`config.mk`:
```
export PLATFORM = sky130hd
export DESIGN_NAME = seq_feeder
export DESIGN_NICKNAME = d
export VERILOG_FILES = /design/src/rtl/seq_feeder.sv
export SDC_FILE = /design/constraint.sdc
export NUM_CORES = 1
export LEC_CHECK = 0
export CAP_MARGIN = 20
export CELL_PAD_IN_SITES_DETAIL_PLACEMENT = 1
export CELL_PAD_IN_SITES_GLOBAL_PLACEMENT = 1
export CORE_UTILIZATION = 48
export CTS_CLUSTER_DIAMETER = 200
export DETAILED_ROUTE_END_ITERATION = 8
export PLACE_DENSITY = 0.85
export SYNTH_ARGS = -nofsm -noshare
export SYNTH_HDL_FRONTEND = slang
export SYNTH_SLANG_ARGS = --single-unit
```
`constraint.sdc`:
```
create_clock -name clk -period 4.52 [get_ports clk]
set_input_delay 1.356 -clock clk [delete_from_list [all_inputs] [get_ports clk]]
set_output_delay 1.356 -clock clk [all_outputs]
set_load 0.02 [all_outputs]
```
`src/rtl/seq_feeder.sv`:
```
// Feeds a systolic PE chain: captures a query, shifts it into the chain in reverse
// order, then streams a prefetched reference sequence with per-base init strobes.
module seq_feeder #(
    parameter int WIDTH      = 10,
    parameter int NUM_PE     = 16,
    parameter int FIFO_DEPTH = 4
) (
    input  logic             clk,
    input  logic             rst,
    input  logic             start,
    input  logic [1:0]       q_base,
    input  logic             q_valid,
    output logic             q_ready,
    input  logic [1:0]       r_base,
    input  logic             r_valid,
    input  logic             r_last,
    output logic             r_ready,
    output logic [1:0]       S_out,
    output logic             store_S_out,
    output logic [1:0]       T_out,
    output logic             init_out,
    output logic [WIDTH-1:0] V_out,
    output logic [WIDTH-1:0] F_out,
    output logic             busy,
    output logic             done,
    output logic             err
);

    localparam int CW = $clog2(NUM_PE + 2);
    localparam int QW = (NUM_PE > 1) ? $clog2(NUM_PE) : 1;
    localparam int AW = $clog2(FIFO_DEPTH);
    localparam logic [CW-1:0] LOAD_LAST  = CW'(NUM_PE - 1);
    localparam logic [CW-1:0] DRAIN_LAST = CW'(NUM_PE + 1);
    localparam logic [AW:0]   FIFO_FULL  = (AW + 1)'(FIFO_DEPTH);

    typedef enum logic [2:0] {
        IDLE, CAPTURE_Q, LOAD_Q, PREFILL, STREAM, DRAIN, DONE
    } state_t;

    state_t state, state_next;

    logic [CW-1:0] cnt;
    logic [1:0]    qbuf [NUM_PE];
    logic [1:0]    fifo_base [FIFO_DEPTH];
    logic          fifo_last [FIFO_DEPTH];
    logic [AW-1:0] wr_ptr, rd_ptr;
    logic [AW:0]   fifo_count;
    logic          last_acc;
    logic          fifo_full, fifo_empty, push, pop, pop_last;
    logic [QW-1:0] cap_idx, load_idx;

    assign fifo_full  = (fifo_count == FIFO_FULL);
    assign fifo_empty = (fifo_count == '0);
    assign push       = r_valid & r_ready;
    assign pop        = (state == STREAM) && !fifo_empty;
    assign pop_last   = pop && fifo_last[rd_ptr];
    assign cap_idx    = cnt[QW-1:0];
    assign load_idx   = QW'(NUM_PE - 1) - cnt[QW-1:0];

    assign V_out = '0;
    assign F_out = {2'b11, {(WIDTH - 2){1'b0}}};

    always_ff @(posedge clk) begin
        if (rst) begin
            state <= IDLE;
        end else begin
            state <= state_next;
        end
    end

    always_comb begin
        state_next = state;
        q_ready    = 1'b0;
        r_ready    = 1'b0;
        busy       = (state != IDLE);
        done       = 1'b0;
        case (state)
            IDLE: begin
                if (start) state_next = CAPTURE_Q;
            end
            CAPTURE_Q: begin
                q_ready = 1'b1;
                if (q_valid && cnt == LOAD_LAST) state_next = LOAD_Q;
            end
            LOAD_Q: begin
                if (cnt == LOAD_LAST) state_next = PREFILL;
            end
            PREFILL: begin
                r_ready = !fifo_full && !last_acc;
                if (fifo_full || last_acc) state_next = STREAM;
            end
            STREAM: begin
                r_ready = !fifo_full && !last_acc;
                if (fifo_empty || pop_last) state_next = DRAIN;
            end
            DRAIN: begin
                if (cnt == DRAIN_LAST) state_next = DONE;
            end
            DONE: begin
                done       = 1'b1;
                state_next = IDLE;
            end
            default: state_next = IDLE;
        endcase
    end

    // Payload storage carries no reset; the pointers and counters define validity.
    always_ff @(posedge clk) begin
        if (state == CAPTURE_Q && q_valid) qbuf[cap_idx] <= q_base;
        if (push) begin
            fifo_base[wr_ptr] <= r_base;
            fifo_last[wr_ptr] <= r_last;
        end
    end

    always_ff @(posedge clk) begin
        if (rst) begin
            cnt         <= '0;
            wr_ptr      <= '0;
            rd_ptr      <= '0;
            fifo_count  <= '0;
            last_acc    <= 1'b0;
            err         <= 1'b0;
            S_out       <= '0;
            store_S_out <= 1'b0;
            T_out       <= '0;
            init_out    <= 1'b0;
        end else begin
            store_S_out <= 1'b0;
            init_out    <= 1'b0;
            case (state)
                IDLE: begin
                    if (start) begin
                        err        <= 1'b0;
                        cnt        <= '0;
                        wr_ptr     <= '0;
                        rd_ptr     <= '0;
                        fifo_count <= '0;
                        last_acc   <= 1'b0;
                    end
                end
                CAPTURE_Q: begin
                    if (q_valid) cnt <= (cnt == LOAD_LAST) ? '0 : cnt + CW'(1);
                end
                LOAD_Q: begin
                    store_S_out <= 1'b1;
                    S_out       <= qbuf[load_idx];
                    cnt         <= (cnt == LOAD_LAST) ? '0 : cnt + CW'(1);
                end
                STREAM: begin
                    // The drain count starts one higher on underflow, because init_out
                    // already drops on that edge; done then trails the fall equally.
                    if (pop) begin
                        T_out    <= fifo_base[rd_ptr];
                        init_out <= 1'b1;
                        rd_ptr   <= rd_ptr + AW'(1);
                        if (pop_last) cnt <= '0;
                    end else begin
                        err <= 1'b1;
                        cnt <= CW'(1);
                    end
                end
                DRAIN: begin
                    cnt <= cnt + CW'(1);
                end
                default: ;
            endcase

            if (push) begin
                wr_ptr <= wr_ptr + AW'(1);
                if (r_last) last_acc <= 1'b1;
            end
            if (push && !pop) begin
                fifo_count <= fifo_count + (AW + 1)'(1);
            end else if (!push && pop) begin
                fifo_count <= fifo_count - (AW + 1)'(1);
            end
        end
    end

endmodule
```
==> flow_summary.ini <==
[grt]
grt_remaining_overflow = 0
grt_first_pass_wirelength_um = 11500
antenna_found_initial = 0
grt_pass1_vias = 2197
grt.total_usage = 0.2103
grt_max_degree = 26

[detailed_routing]
wirelength_um = 7128
dr.pass1.iters = 4
post_drt_wl_per_cell_um = 17.26
num_vias = 2231
dr.first_iter.drc_count = 118
drc = 0
ant_nets = 0
viasPerCell = 5.402

[place]
place_congestion = 0.8300
post-dp-hpwl_um = 5067
port_buffers = 20
placed_area_um2 = 3612
post-place-ws_ps = 1163

[clock_network]
cts_buffer_depth = 2
cts_resized = 0
clock_sinks = 69
hold_buffers = 0
htreeDepth = 3
cts_setup_buffers = 0
root_buffer = clkbuf_8
cts_tree = done
worstSkewPairLatency_ps = 340
clkSlewWorstSetupHoldPaths_ps = 70
cts_buffers = 9

[power_and_ir_drop]
p_per_area_nw_per_um2 = 434.9
power.leakage_uw = 0.001306
ir_worst_vdd_v = 0.0001946
power.total_uw = 1650

[critical_path]
endpoint_kind = primary output
crit_fanout = 13
path_class = reg -> out
r2r_slack_ps = 1640
required_ps = 3160
crit_chain = or3b_4, a21boi_2, clkdlybuf4s50_1
arrival_ps = 2350
slowest_delay_ps = 650
crit_slowest_cell = clkdlybuf4s50_1
start_kind = flop

[job]
cap_violations = 0

[synthesis]
synth_warnings = 0
synth_seq_cells = 69
synthFlopType = edfxtp_1
synth_top_area_frac = 0.3847
synthTopCellsByArea = edfxtp_1, dfxtp_1, mux4_2, ha_1, buf_4
synth_cells = 295
syn_area_um2 = 3435
synth_cell_types = 49
synth-edff-count = 44
avgSynthCellArea_um2 = 11.64
synthArstFlopShare = 0
synth_top_cell_by_area = edfxtp_1
synth_seq_area_share = 0.5304

[sta]
layout_setup_ws_ps = 816.6
setup_violations = 0
period_share = 0.8193
hold_slack_ps = 474.0
worst_pin_slew_ps = 1027
final.setup_skew_ps = 8.357
tns_ps = 0
rsz0062_at_grt = no
layout_min_cycle_time_ps = 3703
finalHoldViolCount = 0
slew_viol_final = 0
timing.fmax_mhz = 270.0
maxSlewHeadroom = 0.3130

[finish]
final_area_um2 = 3795
most-common-layout-cells = edfxtp_1, dfxtp_1, nor2_1, nand2_1
area_delta_synth_final_pct = 10.49
seqCellArea_um2 = 1822
finalNetCount = 338
drive_gt1_frac = 0.1073
multiInputGateArea_um2 = 1406
n_antenna_cell = 0
final_common_cell = edfxtp_1
fill_cells = 717

[floorplanning]
io_pins = 41
die_w_um = 86.59
floorplan.die.height_um = 86.59
initial_utilization = 0.5000
core_area_um2 = 6869
rows = 30
die_area_um2 = 7498

[worst_hold_path]
hold_path_class = reg -> reg

[outcome]
status = finished, final reports clean
registers in the layout, summed over array words and instances, names as in the netlist, 2 cells and up, named ones only:
name and cells:
wr_ptr 2, S_out 2, T_out 2, fifo_count 3, rd_ptr 2, qbuf 32
cnt 5, fifo_base 8, state 3, fifo_last 4
layer usage:
layer	wire, µm	GRT usage
met1	3307	0.2795
met2	3437	0.3341
met3	274	0.05143
met4	108	0.08333
met5	0	0
metrics by stage:
step / std cells / utilization
6_report: 413 / 0.5525
5_1_grt: 413 / 0.5525
4_1_cts: 413 / 0.5525
3_5_place_dp: 397 / 0.5259
3_3_place_gp: 397 / 0.5259
2_1_floorplan: 313 / -
where the power goes:
group / internal [µW] / switching (µW) / total (µW)
logic: 183 / 229 / 412
clock network: 251 / 220 / 472
registers: 696 / 70.1 / 766
cells by family (layout without fill, tap and decap cells):
family,count (synthesis),in the layout,synth area share
XOR/XNOR,2,2,0.005101
buffers and inverters,49,53,0.07978
adder cells (fa/ha/maj),16,16,0.05829
multiplexers,15,15,0.08561
other,2,20,0.002187
AND/OR/NAND/NOR,97,97,0.1439
AO/OA/AOI/OAI,45,45,0.09472
flip-flops,69,69,0.5304
critical path, delay by kind of cell, from the launching register on:
kind	cells	cell delay, ps
compound gates	1	260
buf+inv	1	650
flops	1	630
simple gates	1	470
cell usage after synthesis (all sizes together) (4+ instances only):
cell type	n
nor2	25
clkbuf	5
nand3	5
edfxtp	44
inv	17
mux4	11
nand2	23
dfxtp	25
nand2b	4
nor3	9
and3	5
a21oi	20
o21ai	8
ha	16
or3	5
buf	27
nor2b	8
worst paths after layout:
kind              cells past startpoint  startpoint       endpoint
setup / recovery                      3    state[2]        r_ready
hold / removal                        2    T_out[1]       T_out[1]
setup reg to reg                      9    state[2]  fifo_count[2]
hold reg to reg                       2    T_out[1]       T_out[1]
area by class of cell:
cell class | count | area share
tap | 96 | 0.03165
multi-input combinational | 195 | 0.3706
inverter | 17 | 0.01682
timing repair buffer | 20 | 0.05275
clock inverter | 5 | 0.01352
clock buffer | 11 | 0.03462
sequential | 69 | 0.4801
Note: power is estimated with default switching activity, not from simulation.
